## src/rtl/wdt_pkg.sv

```systemverilog
// Shared definitions for the watchdog recovery block: state encoding,
// default cycle constants and the retry counter width helper.
package wdt_pkg;

   typedef enum logic [2:0] {
      ST_IDLE    = 3'd0,
      ST_ALERT   = 3'd1,
      ST_RESET   = 3'd2,
      ST_RECOVER = 3'd3,
      ST_LOCKOUT = 3'd4
   } state_t;

   localparam int DEF_CNT_W          = 8;
   localparam int DEF_GRACE_CYCLES   = 16;
   localparam int DEF_RESET_CYCLES   = 8;
   localparam int DEF_HOLDOFF_CYCLES = 4;
   localparam int DEF_MAX_RETRIES    = 3;
   localparam int DEF_DECAY_CYCLES   = 200;

   // Bits needed to hold 0..max_retries inclusive.
   function automatic int retry_w(input int max_retries);
      return $clog2(max_retries + 1);
   endfunction

endpackage

```

## src/rtl/wdt_cycle_timer.sv

```systemverilog
// Down-counter with synchronous load; done is high while the count is zero.
// The count parks at zero until reloaded.
module wdt_cycle_timer import wdt_pkg::*; #(
   parameter int CNT_W = DEF_CNT_W
) (
   input  logic             clk,
   input  logic             reset_n,
   input  logic             load,
   input  logic [CNT_W-1:0] load_value,
   output logic             done
);

   logic [CNT_W-1:0] count;

   // Load has priority; otherwise count down and hold at zero.
   always_ff @(posedge clk or negedge reset_n) begin
      if (!reset_n) begin
         count <= '0;
      end else if (load) begin
         count <= load_value;
      end else if (count != '0) begin
         count <= count - 1'b1;
      end
   end

   assign done = (count == '0);

endmodule

```

## src/rtl/watchdog_recovery.sv

```systemverilog
// Watchdog recovery sequencer: turns a watchdog timeout into an
// interrupt / grace window, a watchdog reset pulse (optionally with a
// system reset), a holdoff, and a sticky lockout after too many retries.
// Optional feature macro: RECOVERY_DECAY_EN (healthy-time retry decay).
module watchdog_recovery import wdt_pkg::*; #(
   parameter int CNT_W          = DEF_CNT_W,
   parameter int GRACE_CYCLES   = DEF_GRACE_CYCLES,
   parameter int RESET_CYCLES   = DEF_RESET_CYCLES,
   parameter int HOLDOFF_CYCLES = DEF_HOLDOFF_CYCLES,
   parameter int MAX_RETRIES    = DEF_MAX_RETRIES,
   parameter int DECAY_CYCLES   = DEF_DECAY_CYCLES,
   localparam int RETRY_W       = retry_w(MAX_RETRIES)
) (
   input  logic               clk,
   input  logic               reset_n,
   input  logic               timeout,
   input  logic               sw_ack,
   input  logic               clear_fault,
   output logic               wdt_reset_n,
   output logic               sys_reset,
   output logic               irq,
   output logic               fault,
   output logic [RETRY_W-1:0] retry_count,
   output logic [2:0]         state_o
);

   localparam logic [CNT_W-1:0] GRACE_LOAD   = CNT_W'(GRACE_CYCLES - 1);
   localparam logic [CNT_W-1:0] RESET_LOAD   = CNT_W'(RESET_CYCLES - 1);
   localparam logic [CNT_W-1:0] HOLDOFF_LOAD =
      CNT_W'((HOLDOFF_CYCLES > 0) ? HOLDOFF_CYCLES - 1 : 0);
   localparam logic [RETRY_W-1:0] RETRY_MAX  = RETRY_W'(MAX_RETRIES);

   state_t             state, next_state;
   logic               timer_load, timer_done;
   logic [CNT_W-1:0]   timer_value;
   logic               wdt_reset_n_d, sys_reset_d, irq_d, fault_d;
   logic [RETRY_W-1:0] retry_d;
   logic               decay_tick;

   wdt_cycle_timer #(.CNT_W(CNT_W)) u_timer (
      .clk        (clk),
      .reset_n    (reset_n),
      .load       (timer_load),
      .load_value (timer_value),
      .done       (timer_done)
   );

`ifdef RECOVERY_DECAY_EN
   logic healthy, decay_load, decay_done;

   // Healthy = idle with no timeout; any other cycle restarts the window.
   assign healthy    = (state == ST_IDLE) && !timeout;
   assign decay_load = !healthy || decay_done;
   assign decay_tick = healthy && decay_done && (retry_count != '0);

   wdt_cycle_timer #(.CNT_W(CNT_W)) u_decay (
      .clk        (clk),
      .reset_n    (reset_n),
      .load       (decay_load),
      .load_value (CNT_W'(DECAY_CYCLES - 1)),
      .done       (decay_done)
   );
`else
   logic unused_decay;

   assign decay_tick   = 1'b0;
   assign unused_decay = ^DECAY_CYCLES;
`endif

   // Next state, timer loads and next values of all registered outputs.
   always_comb begin
      next_state    = state;
      timer_load    = 1'b0;
      timer_value   = '0;
      wdt_reset_n_d = 1'b1;
      sys_reset_d   = 1'b0;
      irq_d         = 1'b0;
      fault_d       = 1'b0;
      retry_d       = retry_count;
      if (decay_tick) retry_d = retry_count - 1'b1;
      case (state)
         ST_IDLE: begin
            if (timeout) begin
               if (retry_count == RETRY_MAX) begin
                  next_state    = ST_LOCKOUT;
                  fault_d       = 1'b1;
                  sys_reset_d   = 1'b1;
                  wdt_reset_n_d = 1'b0;
               end else begin
                  next_state  = ST_ALERT;
                  irq_d       = 1'b1;
                  retry_d     = retry_count + 1'b1;
                  timer_load  = 1'b1;
                  timer_value = GRACE_LOAD;
               end
            end else if (clear_fault) begin
               retry_d = '0;
            end
         end
         ST_ALERT: begin
            // An ack on the final grace cycle still takes the soft path.
            if (sw_ack || timer_done) begin
               next_state    = ST_RESET;
               timer_load    = 1'b1;
               timer_value   = RESET_LOAD;
               wdt_reset_n_d = 1'b0;
               sys_reset_d   = !sw_ack;
            end
         end
         ST_RESET: begin
            wdt_reset_n_d = 1'b0;
            sys_reset_d   = sys_reset;
            if (timer_done) begin
               wdt_reset_n_d = 1'b1;
               sys_reset_d   = 1'b0;
               if (HOLDOFF_CYCLES == 0) begin
                  next_state = ST_IDLE;
               end else begin
                  next_state  = ST_RECOVER;
                  timer_load  = 1'b1;
                  timer_value = HOLDOFF_LOAD;
               end
            end
         end
         ST_RECOVER: begin
            if (timer_done) next_state = ST_IDLE;
         end
         ST_LOCKOUT: begin
            fault_d       = 1'b1;
            sys_reset_d   = 1'b1;
            wdt_reset_n_d = 1'b0;
            if (clear_fault) begin
               next_state    = ST_IDLE;
               fault_d       = 1'b0;
               sys_reset_d   = 1'b0;
               wdt_reset_n_d = 1'b1;
               retry_d       = '0;
            end
         end
         default: next_state = ST_IDLE;
      endcase
   end

   // State and output registers.
   always_ff @(posedge clk or negedge reset_n) begin
      if (!reset_n) begin
         state       <= ST_IDLE;
         wdt_reset_n <= 1'b1;
         sys_reset   <= 1'b0;
         irq         <= 1'b0;
         fault       <= 1'b0;
         retry_count <= '0;
      end else begin
         state       <= next_state;
         wdt_reset_n <= wdt_reset_n_d;
         sys_reset   <= sys_reset_d;
         irq         <= irq_d;
         fault       <= fault_d;
         retry_count <= retry_d;
      end
   end

   assign state_o = state;

endmodule

```

## config.mk

```make
export PLATFORM = sky130hd
export DESIGN_NAME = watchdog_recovery
export DESIGN_NICKNAME = d
export VERILOG_FILES = /design/src/rtl/wdt_pkg.sv /design/src/rtl/wdt_cycle_timer.sv /design/src/rtl/watchdog_recovery.sv
export SDC_FILE = /design/constraint.sdc
export NUM_CORES = 1
export LEC_CHECK = 0
export ABC_AREA = 1
export BUFFER_PORTS_ARGS = -buffer_cell sky130_fd_sc_hd__buf_2
export CAP_MARGIN = 20
export CORE_MARGIN = 1.5
export CORE_UTILIZATION = 55
export DETAILED_ROUTE_END_ITERATION = 7
export GPL_TIMING_DRIVEN = 0
export PLACE_DENSITY = 0.85
export SYNTH_ARGS = -nofsm -noshare
export SYNTH_HDL_FRONTEND = slang
export SYNTH_SLANG_ARGS = --single-unit
export TNS_END_PERCENT = 30
```

## constraint.sdc

```tcl
create_clock -name clk -period 4.4 [get_ports clk]
set_input_delay 0.88 -clock clk [delete_from_list [all_inputs] [get_ports clk]]
set_output_delay 0.88 -clock clk [all_outputs]
set_load 0.05 [all_outputs]
```

==> results.toml <==
[clocking]
hold_buffers = 0
tritoncts = "yes"
htreeDepth = 1
numCtsBuffers = 3
cts_setup_buffers = 0
clk_path_buf_depth = 2
numClockSinks = 17
path_clk_slew_ps = 90
cts_root_buffer = "clkbuf_4"
ctsResizeCount = 0
clk_latency_ps = 290

[floorplanning]
die_w_um = 45.2
die_y_um = 45.2
die_area_um2 = 2040
io_pins = 14
core_um2 = 1690
start_util_pct = 57.9
num_rows = 15

[status]
status = "finished, final reports clean"

[final_layout]
drive_gt1_share_pct = 21.8
final_net_count = 151
area_delta_synth_final_pct = 11.5
num-fill-cells = 160
diodes = 0

[pwr]
vdd_drop_max_mv = 0.412
power_density_nw_per_um2 = 706
p_leak_uw = 0.000610

[sta]
grt_setup_unrepaired = "false"
maxSlewHeadroom_pct = 72.5
skew_ps = 5.90
worst_pin_slew_ps = 409
hold_slack_ps = 485
hold_viol_final = 0
fin_crit_ps = 1970
maxSlewViolCount = 0
setup_tns_ps = 0
setup_viol = 0
post-route-period-util_pct = 44.8
fmax_mhz = 508

[detailed_routing]
first_iter_violations = 9
wirelength_um = 1850
first_pass_iters = 4
drc = 0
via_per_inst = 5.20
ant_nets = 0
wl_per_cell_um = 11.6
vias = 827

[worst_setup_path]
cp-start-kind = "flip-flop"
path_cells = "buf_2"
cp_slowest_stage_delay_ps = 490
path_buf_inv = 1
r2r_start = "u_timer.count[0]"
r2r-end = "u_timer.count[4]"
endpoint_kind = "output port"
cp.arrival_ps = 1090
cp.required_ps = 3520
critical_path_class = "flip-flop to output port"
ff2ff_setup_slack_ps = 2790
path_max_fanout = 7
critical_path.top_delay_family = "flip-flops"
crit_start = "state_o[1]"
critPathSlowestCell = "dfrtp_1"
r2r_cells = 9

[grt]
grt-ovfl-total = 0
grt_first_pass_wirelength_um = 3040
grt_usage_pct = 21.3
grt_pass1_vias = 740
antenna_found_initial = 0
grt_max_degree = 18

[yosys]
synth.distinct_cells = 25
syn_avg_cell_area_um2 = 7.82
syn_area_um2 = 977
synth.net_count = 133
synth_seq_area_share_pct = 43.7
syn_inst = 125
yosysWarnings = 0
synth-seq-cells = 17

[job]
timing.max_cap.violations = 0

[placed_design]
gp_congestion = 0.823
io_buffers = 13
dp_hpwl_um = 1450

[hold_path]
hold_class = "input port to asynchronous set/reset pin"
[Yosys cell counts]
library cell / n / area share [%]
clkinv_2: 1 / 0.51
or2_0: 1 / 0.64
nand2_2: 1 / 0.64
nand2_1: 33 / 13
o21ai_0: 4 / 2.0
nand2_4: 2 / 2.3
inv_1: 12 / 4.6
dfstp_2: 1 / 2.7
xnor2_1: 1 / 0.90
xor2_1: 4 / 3.6
a21boi_0: 1 / 0.77
nor2_1: 17 / 6.5
inv_2: 4 / 1.5
nor2_4: 2 / 2.3
nand4_1: 3 / 1.9
o211ai_1: 1 / 0.77
o31ai_1: 1 / 0.77
nand3_1: 10 / 5.1
ha_1: 3 / 3.8
o2111ai_1: 1 / 0.90
dfrtp_1: 16 / 41
nand3_2: 1 / 1.0
nor2_2: 3 / 1.9
nor3_1: 1 / 0.51
a21oi_1: 1 / 0.51
[kinds of logic after synthesis]
family / Yosys count / synth area share, %
AND/OR/NAND/NOR: 74 / 35.6
buffers and inverters: 17 / 6.66
flip-flops: 17 / 43.7
AO/OA/AOI/OAI: 9 / 5.76
XOR/XNOR: 5 / 4.48
adder cells (fa/ha/maj): 3 / 3.84
[report_power, final]
group / total, µW / leakage (µW) / switching, µW / internal [µW]
Clock: 82.0 / 0.0000150 / 46.7 / 35.3
Sequential: 270 / 0.000214 / 50.1 / 220
Combinational: 418 / 0.000381 / 286 / 131
[flip-flops by register name (all words and copies together) (netlist names)]
name,count
irq,1
wdt_reset_n,1
state_o,3
sys_reset,1
fault,1
retry_count,2
u_timer.count,8
[per-layer routing]
metal,wire (µm),up-vias,GRT usage (%)
li1,-,429,-
met2,923,12,35.7
met1,843,381,26.3
met4,36,0,10.6
met5,0,-,0
met3,43,5,3.60
[how the worst max path moves through the flow]
stage | end | slack [ps] | cells past startpoint
after floorplan | state_o[1] | 2830 | 0
after global placement | u_timer.count[0] | 2750 | 7
after detailed placement | retry_count[1] | 2680 | 7
after CTS | state_o[1] | 2440 | 1
after global routing | state_o[1] | 2390 | 1
final | state_o[1] | 2430 | 1
[cell usage in the layout (no fill, tap or decap), drive strengths merged]
cell and count:
a21oi 1, o31ai 1, dfrtp 16, clkbuf 4
inv 16, ha 3, xnor2 1, nor3 1
xor2 4, o211ai 1, nand3 11, nand2 36
dfstp 1, nand4 3, or2 1, nor2 22
a21boi 1, o21ai 4, clkinv 1, o2111ai 1
buf 13
[final cells by class]
class                      instances  area [µm²]  area share (%)
tap                               17        21.3            1.95
inverter                          17        65.1            5.97
clock buffer                       4        26.3            2.41
multi-input combinational         91         485            44.5
sequential                        17         427            39.2
timing repair buffer              13        65.1            5.97
[per-stage QoR]
step	power (µW)	worst slack (ps)	util [%]	std cells	area (µm²)
after global placement	673	2750	63.0	155	1060
after floorplan	602	2830	-	125	977
final	770	2430	64.5	159	1090
after detailed placement	690	2680	63.0	155	1060
after CTS	774	2440	64.5	159	1090
after global routing	838	2390	64.5	159	1090
No activity file was read; power rests on OpenSTA's default activity.
